===== src/rtl/extern_bus_responder.sv =====
// Slave end of the kernel's external data bus. Serves single RD/WR accesses against a
// 256x8 data RAM plus an input-port and an output-port register, with a programmable
// number of wait states and a one-cycle Ready_o completion strobe.
module extern_bus_responder #(
    parameter int unsigned WAIT_CYCLES   = 1,
    parameter logic [7:0]  PORT_IN_ADDR  = 8'hFE,
    parameter logic [7:0]  PORT_OUT_ADDR = 8'hFF
) (
    input  logic       clk,
    input  logic       rst,
    input  logic       RDRequest_i,
    input  logic       WRRequest_i,
    input  logic [7:0] ExternAddr_i,
    input  logic [7:0] ExternVal_i,
    output logic [7:0] ExternVal_o,
    output logic       Ready_o,
    output logic       Busy_o,
    output logic       Fault_o,
    input  logic [7:0] PortIn_i,
    output logic [7:0] PortOut_o
);

    typedef enum logic [1:0] {
        StIdle,
        StWait,
        StDone
    } state_e;

    // Counter is loaded with WAIT_CYCLES-1; unused (zero) when no wait states are configured.
    localparam int unsigned WaitLoad = (WAIT_CYCLES > 0) ? WAIT_CYCLES - 1 : 0;
    localparam logic [3:0]  CntLoad  = 4'(WaitLoad);

    state_e     state_q, state_d;
    logic [3:0] cnt_q, cnt_d;
    logic [7:0] addr_q;
    logic [7:0] data_q;
    logic       write_q;
    logic       fault_q;
    logic [7:0] rdata_q;
    logic [7:0] port_out_q;
    logic [7:0] ram [256];

    logic       accept;
    logic       fault_set;
    logic       commit;
    logic       commit_write;
    logic [7:0] commit_addr;
    logic [7:0] commit_data;
    logic       commit_to_ram;

    // Next-state logic; commit operands come from the live bus only on a zero-wait accept.
    always_comb begin
        state_d      = state_q;
        cnt_d        = cnt_q;
        accept       = 1'b0;
        fault_set    = 1'b0;
        commit       = 1'b0;
        commit_addr  = addr_q;
        commit_data  = data_q;
        commit_write = write_q;
        unique case (state_q)
            StIdle: begin
                if (RDRequest_i ^ WRRequest_i) begin
                    accept = 1'b1;
                    if (WAIT_CYCLES == 0) begin
                        commit       = 1'b1;
                        commit_addr  = ExternAddr_i;
                        commit_data  = ExternVal_i;
                        commit_write = WRRequest_i;
                        state_d      = StDone;
                    end else begin
                        cnt_d   = CntLoad;
                        state_d = StWait;
                    end
                end else if (RDRequest_i && WRRequest_i) begin
                    fault_set = 1'b1;
                end
            end
            StWait: begin
                if (cnt_q == 4'd0) begin
                    commit  = 1'b1;
                    state_d = StDone;
                end else begin
                    cnt_d = cnt_q - 4'd1;
                end
            end
            StDone: begin
                state_d = StIdle;
            end
            default: begin
                state_d = StIdle;
            end
        endcase
    end

    assign commit_to_ram = commit && commit_write &&
                           (commit_addr != PORT_IN_ADDR) && (commit_addr != PORT_OUT_ADDR);

    // State, latched request, sticky fault, output port and read-data registers.
    always_ff @(posedge clk) begin
        if (rst) begin
            state_q    <= StIdle;
            cnt_q      <= 4'd0;
            addr_q     <= 8'h00;
            data_q     <= 8'h00;
            write_q    <= 1'b0;
            fault_q    <= 1'b0;
            rdata_q    <= 8'h00;
            port_out_q <= 8'h00;
        end else begin
            state_q <= state_d;
            cnt_q   <= cnt_d;
            if (accept) begin
                addr_q  <= ExternAddr_i;
                data_q  <= ExternVal_i;
                write_q <= WRRequest_i;
            end
            if (fault_set) begin
                fault_q <= 1'b1;
            end
            if (commit) begin
                if (commit_write) begin
                    if (commit_addr == PORT_OUT_ADDR) begin
                        port_out_q <= commit_data;
                    end
                end else if (commit_addr == PORT_IN_ADDR) begin
                    rdata_q <= PortIn_i;
                end else if (commit_addr == PORT_OUT_ADDR) begin
                    rdata_q <= port_out_q;
                end else begin
                    rdata_q <= ram[commit_addr];
                end
            end
        end
    end

    // Data RAM write port; contents survive reset, but a reset edge suppresses the write.
    always_ff @(posedge clk) begin
        if (!rst && commit_to_ram) begin
            ram[commit_addr] <= commit_data;
        end
    end

    assign ExternVal_o = rdata_q;
    assign Ready_o     = (state_q == StDone);
    assign Busy_o      = (state_q != StIdle);
    assign Fault_o     = fault_q;
    assign PortOut_o   = port_out_q;

endmodule


===== config.mk =====
export PLATFORM = sky130hd
export DESIGN_NAME = extern_bus_responder
export DESIGN_NICKNAME = d
export VERILOG_FILES = /design/src/rtl/extern_bus_responder.sv
export SDC_FILE = /design/constraint.sdc
export NUM_CORES = 2
export LEC_CHECK = 0
export BUFFER_PORTS_ARGS = -buffer_cell sky130_fd_sc_hd__buf_4
export CORE_ASPECT_RATIO = 1.1
export CORE_UTILIZATION = 66
export CTS_BUF_LIST = sky130_fd_sc_hd__clkbuf_2 sky130_fd_sc_hd__clkbuf_4 sky130_fd_sc_hd__clkbuf_8
export DETAILED_ROUTE_END_ITERATION = 6
export PLACE_DENSITY = 0.82
export REMOVE_ABC_BUFFERS = 1
export SETUP_SLACK_MARGIN = 0.15
export SYNTH_ARGS = -nofsm -noshare
export SYNTH_HDL_FRONTEND = slang
export SYNTH_SLANG_ARGS = --single-unit

===== constraint.sdc =====
create_clock -name clk -period 5.9 [get_ports clk]
set_input_delay 1.18 -clock clk [delete_from_list [all_inputs] [get_ports clk]]
set_output_delay 1.18 -clock clk [all_outputs]
set_load 0.005 [all_outputs]

==> impl_metrics.json <==
{
  "status": "finished with violations",
  "violations": "design-rule violations",
  "hold_start": "ExternVal_i[7]",
  "clock-sinks": 2096,
  "ys.flop_type": "edfxtp_1",
  "clk_pin_slew_ps": 60,
  "drc": 30,
  "avgSynthCellArea_um2": 20.9,
  "final_cell_mix": "edfxtp_1, mux4_2, clkbuf_8",
  "rows": 134,
  "p_leak_uw": 0.0282,
  "fmax_ghz": 0.219,
  "die_w_um": 337,
  "crit_path_start": "cnt_q[0]",
  "slew_violations": 0,
  "ir_drop_mv": 0.294,
  "yosysWarnings": 0,
  "tns_ps": 0,
  "required_ps": 6530,
  "insertion_delay_ps": 1060,
  "grt_pass1_vias": 42551,
  "ys_top_cells_by_area": "edfxtp_1, mux4_2, nor2_1",
  "start_util_pct": 66.8,
  "worstReg2RegStart": "cnt_q[0]",
  "crit_path_end_kind": "flop",
  "route.vias.total": 42454,
  "rsz0062_at_grt": "false",
  "hold_viol": 0,
  "first_pass_iters": 7,
  "async_flop_share_pct": 0,
  "max_slew.worst_pin.slew_ps": 1270,
  "grt_antenna_before_repair": 5,
  "fp.dieArea_um2": 125000,
  "hold_path.class": "in -> reg",
  "die_h_um": 370,
  "place_congestion": 0.940,
  "layout.nets": 4152,
  "yosysTopAreaCellShare_pct": 75.6,
  "setup_viol": 0,
  "cap_viol_max_count": 0,
  "pin_count": 47,
  "syn_area_um2": 81300,
  "routed_wl_mm": 202,
  "cts_root_buffer": "clkbuf_8",
  "hold_ws_ps": 390,
  "cts_buffer_depth": 4,
  "final_common_cell": "edfxtp_1",
  "area_growth_pct": 9.76,
  "ctsResizeCount": 0,
  "ff2ff_setup_slack_ps": 1320,
  "ys_seq_area_share_pct": 76.8,
  "ys_ff_latch": 2096,
  "grtUsageTotal_pct": 33.4,
  "synth_largest_area_cell": "edfxtp_1",
  "drt_iter0_drc": 6651,
  "finalPower_uw": 30400,
  "coreArea_um2": 122000,
  "numCtsBuffers": 322,
  "powerDensity_nw_per_um2": 340,
  "dp_hpwl_mm": 120,
  "post_cts_buffers": 0,
  "skew_ps": 127,
  "drive_above_1_share_pct": 26.5,
  "via_per_inst": 7.10,
  "startpoint_type": "flop",
  "synth_edf_count": 2048,
  "grt_max_degree": 259,
  "cts_hold_buffers": 0,
  "cts_tree": "built",
  "grt_pass1_wl_mm": 291,
  "ctsHtreeMaxLevel": 5,
  "synthDistinctLibCells": 67,
  "cp_max_fo": 10,
  "grt_overflow": 0,
  "io_buffers": 46,
  "finalCriticalPeriod_ps": 4580,
  "crit_type": "reg -> reg",
  "synth_cells": 3893,
  "period_share_pct": 77.6,
  "arrival_ps": 5210,
  "detail-route-antenna-nets": 0,
  "slew_headroom_pct": 15.4,
  "wl_per_cell_um": 33.9
}
## state kept, by name, indices dropped and copies added (netlist names), named ones only
register / flops
ram: 2048
ExternVal_o: 8
PortOut_o: 8
addr_q: 8
commit_data: 8
cnt_q: 4
state_q: 2
Fault_o: 1
commit_write: 1
## logic make-up after synthesis
kind of cell               Yosys count  share of synthesized area (%)
buffers and inverters              236                           1.62
AOI/OAI and AO/OA                  309                           2.63
adders and majority gates            2                         0.0308
xor gates and xnor gates             2                         0.0215
muxes                              631                           15.6
and+or+nand+nor                    616                           3.32
DFF                               2096                           76.8
other                                1                        0.00461
## metrics by stage
stage               instance area [µm²]  std cells  setup WS [ps]  utilization, %
global placement                  83300       5430           1690            68.5
finish                            89300       5978           1320            73.3
CTS                               89300       5971           1550            73.3
detailed placement                83300       5430           1480            68.5
floorplan                         80100       3677         -19270               -
global route                      89300       5973           1190            73.3
## layout make-up
| class | count | area [µm²] |
|---|---|---|
| tap | 1632 | 2040 |
| clock buffer | 430 | 5290 |
| timing repair buffer | 121 | 1130 |
| multi-input combinational | 1576 | 17600 |
| fill | 6482 | 32400 |
| inverter | 5 | 18.8 |
| antenna | 7 | 17.5 |
| sequential | 2096 | 62500 |
| clock inverter | 111 | 624 |
## cell usage after synthesis, drive strengths merged (30+ instances only)
master / count
dfxtp: 48
clkbuf: 96
edfxtp: 2048
buf: 135
nand3: 41
nand2: 145
mux2i: 102
nor2b: 30
mux4: 506
a21oi: 77
a22oi: 51
nor2: 304
## final timing paths
check / endpoint / cells after the start
worst min-delay path: commit_data[7] / 3
worst max register to register: ram[177][2] / 8
worst max-delay path: ram[177][2] / 8
worst min register to register: Fault_o / 2
## power by group
group | internal, µW | switching, µW
Clock | 6010 | 5380
Combinational | 816 | 1420
Sequential | 16500 | 195
## critical path, cell delays in order (launching register included)
cell,delay [ps]
dfxtp_1,320
inv_1,110
ha_1,210
nor3b_1,520
nand3_1,300
nor4_1,600
nand2_1,930
buf_4,560
nor2_1,630
## routing by layer
metal  GRT usage, %  wire length [µm]
met5           1.90               399
met4           15.4              9900
met3           11.0             29200
met2           49.8             94400
met1           45.2             68500
Power figures use the tool's default switching activity.
